===== config.mk =====
export PLATFORM = sky130hd
export DESIGN_NAME = sipo_deser
export DESIGN_NICKNAME = d
export VERILOG_FILES = /design/src/rtl/sipo_pkg.sv /design/src/rtl/sipo_hold_reg.sv /design/src/rtl/sipo_deser.sv
export SDC_FILE = /design/constraint.sdc
export NUM_CORES = 1
export LEC_CHECK = 0
export CORE_MARGIN = 2
export CORE_UTILIZATION = 42
export CTS_CLUSTER_SIZE = 14
export DETAILED_ROUTE_END_ITERATION = 10
export HOLD_SLACK_MARGIN = 0.15
export PLACE_DENSITY = 0.71
export SKIP_LAST_GASP = 1
export SYNTH_ARGS = -nofsm -noshare
export SYNTH_HDL_FRONTEND = slang
export SYNTH_SLANG_ARGS = --single-unit

===== constraint.sdc =====
create_clock -name clk -period 1.3 [get_ports clk]
set_input_delay 0.13 -clock clk [delete_from_list [all_inputs] [get_ports clk]]
set_output_delay 0.13 -clock clk [all_outputs]
set_load 0.005 [all_outputs]

===== src/rtl/sipo_pkg.sv =====
// Shared types and limits for the serial-in, parallel-out deserializer.
package sipo_pkg;

    localparam int SIPO_MAX_WIDTH = 32;

    typedef enum logic [0:0] {
        IDLE  = 1'b0,
        SHIFT = 1'b1
    } sipo_state_t;

endpackage


===== src/rtl/sipo_hold_reg.sv =====
// Output holding register: accepts completed words, runs the valid/ready
// handshake and flags words dropped while the register is still occupied.
module sipo_hold_reg
    import sipo_pkg::*;
#(
    parameter int WIDTH = 4
) (
    input  logic             clk,
    input  logic             rst_n,
    input  logic [WIDTH-1:0] word_in,
    input  logic             load_req,
    input  logic             p_ready,
    input  logic             clr_ovr,
    output logic [WIDTH-1:0] p_out,
    output logic             p_valid,
    output logic             overrun
);

    logic [WIDTH-1:0] p_out_r;
    logic [WIDTH-1:0] p_out_nxt_s;
    logic             p_valid_r;
    logic             p_valid_nxt_s;
    logic             overrun_r;
    logic             overrun_nxt_s;
    logic             accept_s;

    // Load/drain/overrun decision; a draining register can take a new word the same cycle.
    always_comb begin
        p_out_nxt_s   = p_out_r;
        p_valid_nxt_s = p_valid_r;
        overrun_nxt_s = overrun_r;
        accept_s      = !p_valid_r || p_ready;
        if (load_req && accept_s) begin
            p_out_nxt_s   = word_in;
            p_valid_nxt_s = 1'b1;
        end else if (p_valid_r && p_ready) begin
            p_valid_nxt_s = 1'b0;
        end else begin
            p_valid_nxt_s = p_valid_r;
        end
        // A new drop outranks a clear arriving in the same cycle.
        if (load_req && !accept_s) begin
            overrun_nxt_s = 1'b1;
        end else if (clr_ovr) begin
            overrun_nxt_s = 1'b0;
        end else begin
            overrun_nxt_s = overrun_r;
        end
    end

    // Holding register state.
    always_ff @(posedge clk or negedge rst_n) begin
        if (!rst_n) begin
            p_out_r   <= {WIDTH{1'b0}};
            p_valid_r <= 1'b0;
            overrun_r <= 1'b0;
        end else begin
            p_out_r   <= p_out_nxt_s;
            p_valid_r <= p_valid_nxt_s;
            overrun_r <= overrun_nxt_s;
        end
    end

    assign p_out   = p_out_r;
    assign p_valid = p_valid_r;
    assign overrun = overrun_r;

endmodule


===== src/rtl/sipo_deser.sv =====
// Serial-in, parallel-out deserializer: frames s_in bits into WIDTH-bit words
// and hands them to a valid/ready holding register.
module sipo_deser
    import sipo_pkg::*;
#(
    parameter int WIDTH     = 4,
    parameter int MSB_FIRST = 1
) (
    input  logic             clk,
    input  logic             rst_n,
    input  logic             s_in,
    input  logic             s_valid,
    input  logic             s_start,
    output logic [WIDTH-1:0] p_out,
    output logic             p_valid,
    input  logic             p_ready,
    output logic             overrun,
    input  logic             clr_ovr,
    output logic             frame_err
);

    localparam int CNT_W = $clog2(WIDTH + 1);

    generate
        if (WIDTH < 2 || WIDTH > SIPO_MAX_WIDTH) begin : g_bad_width
            $error("sipo_deser: WIDTH must lie in 2..SIPO_MAX_WIDTH");
        end
    endgenerate

    sipo_state_t      state_r;
    sipo_state_t      state_nxt_s;
    logic [CNT_W-1:0] cnt_r;
    logic [CNT_W-1:0] cnt_nxt_s;
    logic [WIDTH-1:0] shift_r;
    logic [WIDTH-1:0] shift_nxt_s;
    logic             frame_err_r;
    logic             frame_err_nxt_s;
    logic             word_done_s;
    logic [WIDTH-1:0] shifted_s;
    logic [WIDTH-1:0] first_s;

    // First bit ends up at the MSB (left shift) or at the LSB (right shift).
    assign shifted_s = (MSB_FIRST != 0) ? {shift_r[WIDTH-2:0], s_in}
                                        : {s_in, shift_r[WIDTH-1:1]};
    assign first_s   = (MSB_FIRST != 0) ? {{(WIDTH-1){1'b0}}, s_in}
                                        : {s_in, {(WIDTH-1){1'b0}}};

    // Framing FSM, bit counter and shift register next state.
    always_comb begin
        state_nxt_s     = state_r;
        cnt_nxt_s       = cnt_r;
        shift_nxt_s     = shift_r;
        frame_err_nxt_s = 1'b0;
        word_done_s     = 1'b0;
        case (state_r)
            IDLE: begin
                if (s_valid && s_start) begin
                    shift_nxt_s = first_s;
                    cnt_nxt_s   = CNT_W'(1);
                    state_nxt_s = SHIFT;
                end else begin
                    state_nxt_s = IDLE;
                end
            end
            SHIFT: begin
                if (s_valid && s_start) begin
                    frame_err_nxt_s = 1'b1;
                    shift_nxt_s     = first_s;
                    cnt_nxt_s       = CNT_W'(1);
                end else if (s_valid) begin
                    shift_nxt_s = shifted_s;
                    if (cnt_r == CNT_W'(WIDTH - 1)) begin
                        word_done_s = 1'b1;
                        cnt_nxt_s   = {CNT_W{1'b0}};
                        state_nxt_s = IDLE;
                    end else begin
                        cnt_nxt_s = cnt_r + CNT_W'(1);
                    end
                end else begin
                    state_nxt_s = SHIFT;
                end
            end
            default: begin
                state_nxt_s = IDLE;
                cnt_nxt_s   = {CNT_W{1'b0}};
            end
        endcase
    end

    // Framing state registers.
    always_ff @(posedge clk or negedge rst_n) begin
        if (!rst_n) begin
            state_r     <= IDLE;
            cnt_r       <= {CNT_W{1'b0}};
            shift_r     <= {WIDTH{1'b0}};
            frame_err_r <= 1'b0;
        end else begin
            state_r     <= state_nxt_s;
            cnt_r       <= cnt_nxt_s;
            shift_r     <= shift_nxt_s;
            frame_err_r <= frame_err_nxt_s;
        end
    end

    assign frame_err = frame_err_r;

    sipo_hold_reg #(
        .WIDTH (WIDTH)
    ) u_hold (
        .clk      (clk),
        .rst_n    (rst_n),
        .word_in  (shifted_s),
        .load_req (word_done_s),
        .p_ready  (p_ready),
        .clr_ovr  (clr_ovr),
        .p_out    (p_out),
        .p_valid  (p_valid),
        .overrun  (overrun)
    );

endmodule


==> results of run 1 <==
[metal layers]
metal	global-route usage, %	vias to the layer above	part of all wire [%]
li1	-	232	-
met4	7.50	0	2.1
met1	20.8	218	45
met2	23.1	11	48
met5	0	-	0
met3	5.17	4	4.9
[cell families (layout without fill, tap and decap cells)]
kind of cell | count (synthesis) | count (layout)
AOI/OAI and AO/OA | 11 | 11
adders and majority gates | 1 | 1
buffers and inverters | 6 | 38
DFF | 14 | 14
muxes | 6 | 6
and+or+nand+nor | 10 | 10
[registers in the layout, summed over array words and instances, names as in the netlist]
name            count
u_hold.p_out        4
cnt_r               3
shift_r             3
frame_err           1
state_r             1
u_hold.overrun      1
u_hold.p_valid      1
[per-stage QoR]
stage / power (mW) / setup WS [ps] / cell area, um^2 / setup TNS (ps) / util, %
6_report: 1.69 / -33.1 / 945 / -128 / 70.0
3_3_place_gp: 1.24 / -238 / 843 / -1240 / 62.5
4_1_cts: 1.63 / -20.7 / 902 / -76.5 / 66.8
3_5_place_dp: 1.26 / -263 / 843 / -1410 / 62.5
2_1_floorplan: 0.983 / -50.5 / 639 / -202 / -
5_1_grt: 1.81 / -83.0 / 945 / -340 / 70.0
[power by group through the flow]
| stage | logic [mW] | registers [mW] | clock network, mW |
|---|---|---|---|
| floorplan | 0.347 | 0.636 | 0 |
| global placement | 0.584 | 0.652 | 0 |
| detailed placement | 0.606 | 0.654 | 0 |
| CTS | 0.664 | 0.645 | 0.321 |
| global route | 0.802 | 0.657 | 0.347 |
| finish | 0.730 | 0.646 | 0.314 |
[worst register-to-register path: stages (launching register included)]
cell and delay, ps:
sky130_fd_sc_hd__dfrtp_1 380, sky130_fd_sc_hd__ha_2 190, sky130_fd_sc_hd__nor2b_4 140, sky130_fd_sc_hd__and3_4 220
sky130_fd_sc_hd__mux2_4 300
[final cells by class]
cell class / instances / share of cell area [%]
repair buffers: 31 / 29.4
flip-flops and latches: 14 / 37.1
inverters: 3 / 1.19
clock buffers: 4 / 3.84
multi-input cells: 28 / 26.5
well taps: 15 / 1.99
[cells in the final DEF, fill, tap and decap left out, types with 2 or more instances in the layout]
cell	Yosys	routed
sky130_fd_sc_hd__a22o_2	2	2
sky130_fd_sc_hd__buf_4	0	18
sky130_fd_sc_hd__clkbuf_4	0	3
sky130_fd_sc_hd__clkdlybuf4s50_1	0	8
sky130_fd_sc_hd__dfrtp_1	14	14
sky130_fd_sc_hd__dlymetal6s2s_1	0	5
sky130_fd_sc_hd__inv_1	3	3
sky130_fd_sc_hd__mux2_2	2	2
sky130_fd_sc_hd__mux2_4	4	4
sky130_fd_sc_hd__nand2_1	3	3
sky130_fd_sc_hd__nand3_1	2	2
sky130_fd_sc_hd__o21a_1	2	2
sky130_fd_sc_hd__o22ai_1	3	3
[timing repair]
action                                  4_1_cts  5_1_grt
endpoints found under the setup margin        4       11
setup buffers                                 3        4
gates resized for setup                       0        6
pin swaps                                     1        1
gates cloned                                  0        0
[path summary, 6_finish.rpt]
kind,start,end,depth (start not counted)
worst max-delay path,cnt_r[0],u_hold.p_out[3],4
worst min-delay path,rst_n,frame_err,2
worst max register to register,cnt_r[0],u_hold.p_out[3],4
worst min register to register,u_hold.p_out[1],u_hold.p_out[1],1
max in group asynchronous,rst_n,shift_r[0],2
min in group clk,clr_ovr,u_hold.overrun,2
==> results.txt, run 1 <==
----------------------------------------------------
[Yosys]
  Synth Register Bits ... 14
  Sequential fraction of the synthesis area ... 56.2%
  Yosys top cell area share ... between 50% and 60%
  Count of unique library cells instantiated by Yosys ... 21
  Multiplexer fraction of the synthesized cell area ... 13.3%
  Dominant cell by count in the synthesized netlist ... sky130_fd_sc_hd__dfrtp_1
  Cell taking the most area after synthesis ... sky130_fd_sc_hd__dfrtp_1
  Post-Synth Adder-Cell Area ... 2.01%
  Yosys Warn Count ... 0
  Fraction of the mapped netlist area in simple logic gates ... 10.4%
  Share of synthesized registers carrying an async set or reset ... 100%
  Syn Inst Count ... 48
  Largest family of logic cells by synthesized area ... multiplexers
  Number of synthesized flops with an enable pin ... 0
  Total nets after synthesis ... 56
  Largest cells by area after synthesis ... sky130_fd_sc_hd__dfrtp_1 56%, sky130_fd_sc_hd__mux2_4 9.6%, sky130_fd_sc_hd__mux2_2 3.6%, sky130_fd_sc_hd__a22o_2 3.2%, sky130_fd_sc_hd__o22ai_1 3.0%
  Mean instance size in the synthesized netlist ... 13.0 um^2
  Area share of xor/xnor cells in the synthesized design ... 0%
  Synth Area in Compound Gates ... 12.9%
  Post-synth top flop ... sky130_fd_sc_hd__dfrtp_1
  Synth cell count leaders ... 14 x sky130_fd_sc_hd__dfrtp_1, 4 x sky130_fd_sc_hd__mux2_4, 3 x sky130_fd_sc_hd__inv_1, 3 x sky130_fd_sc_hd__nand2_1, 3 x sky130_fd_sc_hd__o22ai_1
  Netlist area before placement ... 623 um^2

[Timing]
  Count of pins over their slew limit ... 0
  Max Freq ... 750 MHz
  Crit share post-route ... 103%
  Clock skew after layout ... 4.32 ps
  Finish-stage setup viols ... 4
  Smallest hold slack ... roughly 150 ps
  Min Clock Period, post-route ... 1330 ps
  Worst slew slack as a fraction of its limit ... 81.1%
  Count of final hold-check violations ... 0
  Unrepaired setup endpoints after global routing ... true
  Worst Tran Pin Value ... between 200 and 300 ps
  Min setup slack post-route ... -33.1 ps

[Placement]
  Final estimated routing congestion in global placement ... 0.733
  Placed wire-length estimate after detailed placement ... 872 um
  Number of buffers added on ports ... 13
  Post-Place Cells ... 84

[Global routing]
  Wire length of the first global-routing pass ... 2060 um
  Total global routing overflow ... 0
  Global Route Usage Sum ... roughly 16%
  Antenna violations before repair ... 0
  Via count of the first global-routing pass ... about 460
  Largest net degree at the start of global routing ... 15

[Critical path]
  Worst path slowest cell ... sky130_fd_sc_hd__dfrtp_1
  Top fanout value on the critical path ... 4
  Total buffers and inverters traversed by the critical path ... 0
  Worst reg-to-reg setup slack ... -30 ps
  CP Cell Sequence ... ha_2 -> nor2b_4 -> and3_4 -> mux2_4
  Setup Crit Path Kind ... reg2reg
  Crit path max-delay family ... flip-flops
  Largest incremental delay on the critical path ... approximately 380 ps
  Critical path capture point type ... flop
  Crit path DAT ... 1500 ps
  Critical path required time ... 1470 ps
  Critical path startpoint category ... flop

[Pwr]
  Lkg Pwr ... roughly 0.5 nW
  Clk pwr share ... a little under a fifth
  Relative contribution of combinational cells to total power ... between 40 and 50%
  Share of total power in sequential cells ... 38.2%
  Switching share of power ... 27.2%
  Max VDD drop ... 0.812 mV
  Net switching power figure ... between 0.4 and 0.5 mW
  PwrDens ... approximately 1800 nW/um^2
  P_int ... 1.23 mW

[Clock tree]
  Clock network latency to the later pin of the worst-skew pair ... 280 ps
  Clock tree from TritonCTS ... built
  Number of buffers created by CTS ... 3
  Hold buffer count at CTS ... 0
  Clock sinks ... 14
  Count of H-tree levels built during CTS ... 1
  Root buffer cell ... sky130_fd_sc_hd__clkbuf_4
  Clock Pin Slew Worst Setup and Hold Paths ... 90 ps
  Maximum buffer depth of the clock tree ... 2

[Floorplanning]
  Core box area ... 1350 um^2
  I/O pins ... 14
  Die span in y ... 42.5 um
  Area of the die ... 1810 um^2
  Die span in x ... 42.5 um
  Initial core utilization ... 46.2%
  Number of placement rows ... 13

[Detailed routing]
  Total wire length after detailed routing ... ~1300 um
  Via count ... 465
  Via density per instance ... between 4 and 5
  Antenna violation net count after detailed routing ... 0
  Wirelength per Cell ... 13.8 um
  Detailed Routing Iterations Pass 1 ... 4
  Number of DRC violations after detailed-routing iteration 0 ... 5
  Number of remaining DRC errors ... 0

[Finish]
  Net count of the finished layout ... 89
  Fraction of layout cells with a size suffix above 1 ... 45.0%
  Filler cell count ... 95
  Register cell area after layout ... between 300 and 400 um^2
  Synthesis-to-finish area growth ... 51.6%
  Number of cells in the finished layout apart from fillers ... 95
  Number of antenna diodes ... 0
  Area occupied by multi-input gates ... 250 um^2

[Run status]
  Violations in the final reports ... negative setup slack
  Status ... finished with violations

[Hold path]
  Worst hold path type ... in2async

[Flow run]
  # Max-Cap Violations ... 0

----------------------------------------------------
Note: power is estimated with default switching activity, not from simulation.
==> run 2, diff against run 1 <==
CORE_MARGIN = 8   (was 2)
==> run 2 against run 1 <==
The flow still finishes with violations (negative setup slack). Clock skew decreased by 2.1 ps. Count of clock-buffer cells in the layout down 1. Wire length rose by 6.8%. Worst hold slack better by 12 ps. Critical endpoint is now u_hold.p_out[2].
==> results.txt, run 2 (synthesized netlist as in run 1, its figures left out) <==
----------------------------------------------------
[Pwr]
  PnR Total Power ... 1.57 mW (-6.9%)
  Max VDD drop ... 0.870 mV (+7.1%)
  PwrDens ... 1760 nW/um^2 (-1.5%)
  Lkg Pwr ... 0.454 nW (-11%)

[Detailed routing]
  Number of DRC violations after detailed-routing iteration 0 ... 7 (+2)
  Number of remaining DRC errors ... 0 (unchanged)
  Via count ... 468 (+0.65%)
  Wirelength per Cell ... 15.4 um (+11%)
  Total wire length after detailed routing ... 1400 um (+6.8%)
  Detailed Routing Iterations Pass 1 ... 4 (unchanged)
  Antenna violation net count after detailed routing ... 0 (unchanged)
  Via density per instance ... 5.14 (+5.1%)

[Critical path]
  Critical path required time ... 1460 ps (about the same)
  Critical path capture point type ... flop
  Setup Crit Path Kind ... reg2reg
  Top fanout value on the critical path ... 4 (unchanged)
  Crit path DAT ... 1500 ps (about the same)
  Critical path startpoint category ... flop

[Finish]
  Area occupied by multi-input gates ... 250 um^2 (unchanged)
  Number of antenna diodes ... 0 (unchanged)
  Filler cell count ... 121 (+27%)
  Register cell area after layout ... 350 um^2 (unchanged)
  Fraction of layout cells with a size suffix above 1 ... 41.3% (-3.7 points)
  Cell area after layout ... 892 um^2 (-5.6%)
  Commonest non-fill, non-tap cells in the layout ... 14 x sky130_fd_sc_hd__dfrtp_1, 14 x sky130_fd_sc_hd__buf_4, 9 x sky130_fd_sc_hd__clkdlybuf4s50_1, 4 x sky130_fd_sc_hd__mux2_4
  Net count of the finished layout ... 85 (-4.5%)
  Number of flip-flops in the largest register ... 4 (unchanged)
  Synthesis-to-finish area growth ... 43.2%
  Final standard cell utilization of the core ... 61.4% (-8.6 points)

[Flow run]
  # Max-Cap Violations ... 0 (unchanged)

[Placement]
  Number of buffers added on ports ... 13 (unchanged)
  Instance area at placement ... 822 um^2 (-2.5%)
  Final estimated routing congestion in global placement ... 0.745 (+1.7%)
  Worst setup slack after placement ... -245 ps (+17.9 ps)
  Placed wire-length estimate after detailed placement ... 977 um (+12%)

[Clock tree]
  Clock network latency to the later pin of the worst-skew pair ... 270 ps (about the same)
  Clock sinks ... 14 (unchanged)
  Clock tree from TritonCTS ... built
  Maximum buffer depth of the clock tree ... 2 (unchanged)
  Number of buffers created by CTS ... 3 (unchanged)
  Count of H-tree levels built during CTS ... 1 (unchanged)
  Clock Pin Slew Worst Setup and Hold Paths ... 80 ps (about the same)
  Root buffer cell ... sky130_fd_sc_hd__clkbuf_4

[Floorplanning]
  Area of the die ... 2970 um^2 (+64%)
  Die span in x ... 54.5 um (+28%)
  Number of placement rows ... 14 (+1)
  Initial core utilization ... 42.9% (-3.3 points)
  Die span in y ... 54.5 um (+28%)
  Core box area ... 1450 um^2 (+7.7%)
  I/O pins ... 14 (unchanged)

[Global routing]
  Wire length of the first global-routing pass ... 2200 um (+7.1%)
  Global Route Usage Sum ... 10.5% (-5.2 points)
  Largest net degree at the start of global routing ... 15 (unchanged)
  Antenna violations before repair ... 0 (unchanged)
  Total global routing overflow ... 0 (unchanged)
  Via count of the first global-routing pass ... 493 (+6.3%)

[Timing]
  Max Freq ... 744 MHz (-0.84%)
  Finish-stage setup viols ... 4 (unchanged)
  Min setup slack post-route ... -44.3 ps (-11.3 ps)
  Final setup TNS ... -153 ps (-25.1 ps)
  Clock skew after layout ... 2.20 ps (-2.12 ps)
  Min Clock Period, post-route ... 1340 ps (+11.3 ps)
  Count of pins over their slew limit ... 0 (unchanged)
  Worst slew slack as a fraction of its limit ... 76.6% (-4.5 points)
  Crit share post-route ... 103% (+0.87 points)
  Count of final hold-check violations ... 0 (unchanged)
  Worst Tran Pin Value ... 348 ps (+66.2 ps)
  Unrepaired setup endpoints after global routing ... true

[Run status]
  Violations in the final reports ... negative setup slack
  Status ... finished with violations

[Hold path]
  Worst hold path type ... in2async

----------------------------------------------------
[run 2: changes by cell type in the layout (fill, tap and decap cells not counted)]
cell,delta
sky130_fd_sc_hd__buf_4,-4
sky130_fd_sc_hd__dlymetal6s2s_1,-3
sky130_fd_sc_hd__dlygate4sd2_1,+2
sky130_fd_sc_hd__clkbuf_8,-1
sky130_fd_sc_hd__clkdlybuf4s50_1,+1
sky130_fd_sc_hd__o21ai_0,+1
sky130_fd_sc_hd__o21ai_1,-1
[run 2: stage by stage]
step / hold WS [ps] / cells
6_report: 163 / 91
3_5_place_dp: 460 / 82
2_1_floorplan: -166 / 48
5_1_grt: 174 / 91
3_3_place_gp: 459 / 82
4_1_cts: 164 / 87
[run 2: power by group]
group	leakage, nW	internal, mW	switching (mW)
Sequential	0.178	0.562	0.0776
Clock	0.0138	0.107	0.127
Combinational	0.262	0.465	0.234
Total	0.454	1.13	0.439
[run 2: repair_timing]
item / CTS / global route
hold endpoints to repair: 0 / 0
pin swaps: 1 / 1
endpoints found under the setup margin: 6 / 7
buffers inserted: 2 / 4
gates resized for setup: 2 / 2
hold buffers: 0 / 0
[run 2: worst max-delay path, cell delays in order (launching register included)]
cell and delay, ps:
sky130_fd_sc_hd__dfrtp_1 360, sky130_fd_sc_hd__ha_2 180, sky130_fd_sc_hd__nor2b_4 140, sky130_fd_sc_hd__and3_4 240, sky130_fd_sc_hd__mux2_4 310
[run 2: cell type report]
class / instances / share of cell area, %
tap: 16 / 2.24
multi-input combinational: 28 / 28.1
clock buffer: 3 / 2.52
inverter: 3 / 1.26
sequential: 14 / 39.3
timing repair buffer: 27 / 26.6
[run 2: metal layers]
metal	GRT usage, %	wire length (um)	vias up
met3	3.53	72	2
met4	6.15	14	0
met2	16.4	679	12
met1	12.3	634	231
li1	-	-	223
met5	0	0	-
[run 2: worst paths after layout]
path,from,to,slack (ps),depth (start not counted)
setup / recovery,cnt_r[1],u_hold.p_out[2],-40,4
hold / removal,rst_n,cnt_r[0],160,2
setup reg to reg,cnt_r[1],u_hold.p_out[2],-40,4
hold reg to reg,u_hold.p_out[3],u_hold.p_out[3],520,1
max in group asynchronous,rst_n,cnt_r[2],970,2
min in group clk,clr_ovr,u_hold.overrun,420,2
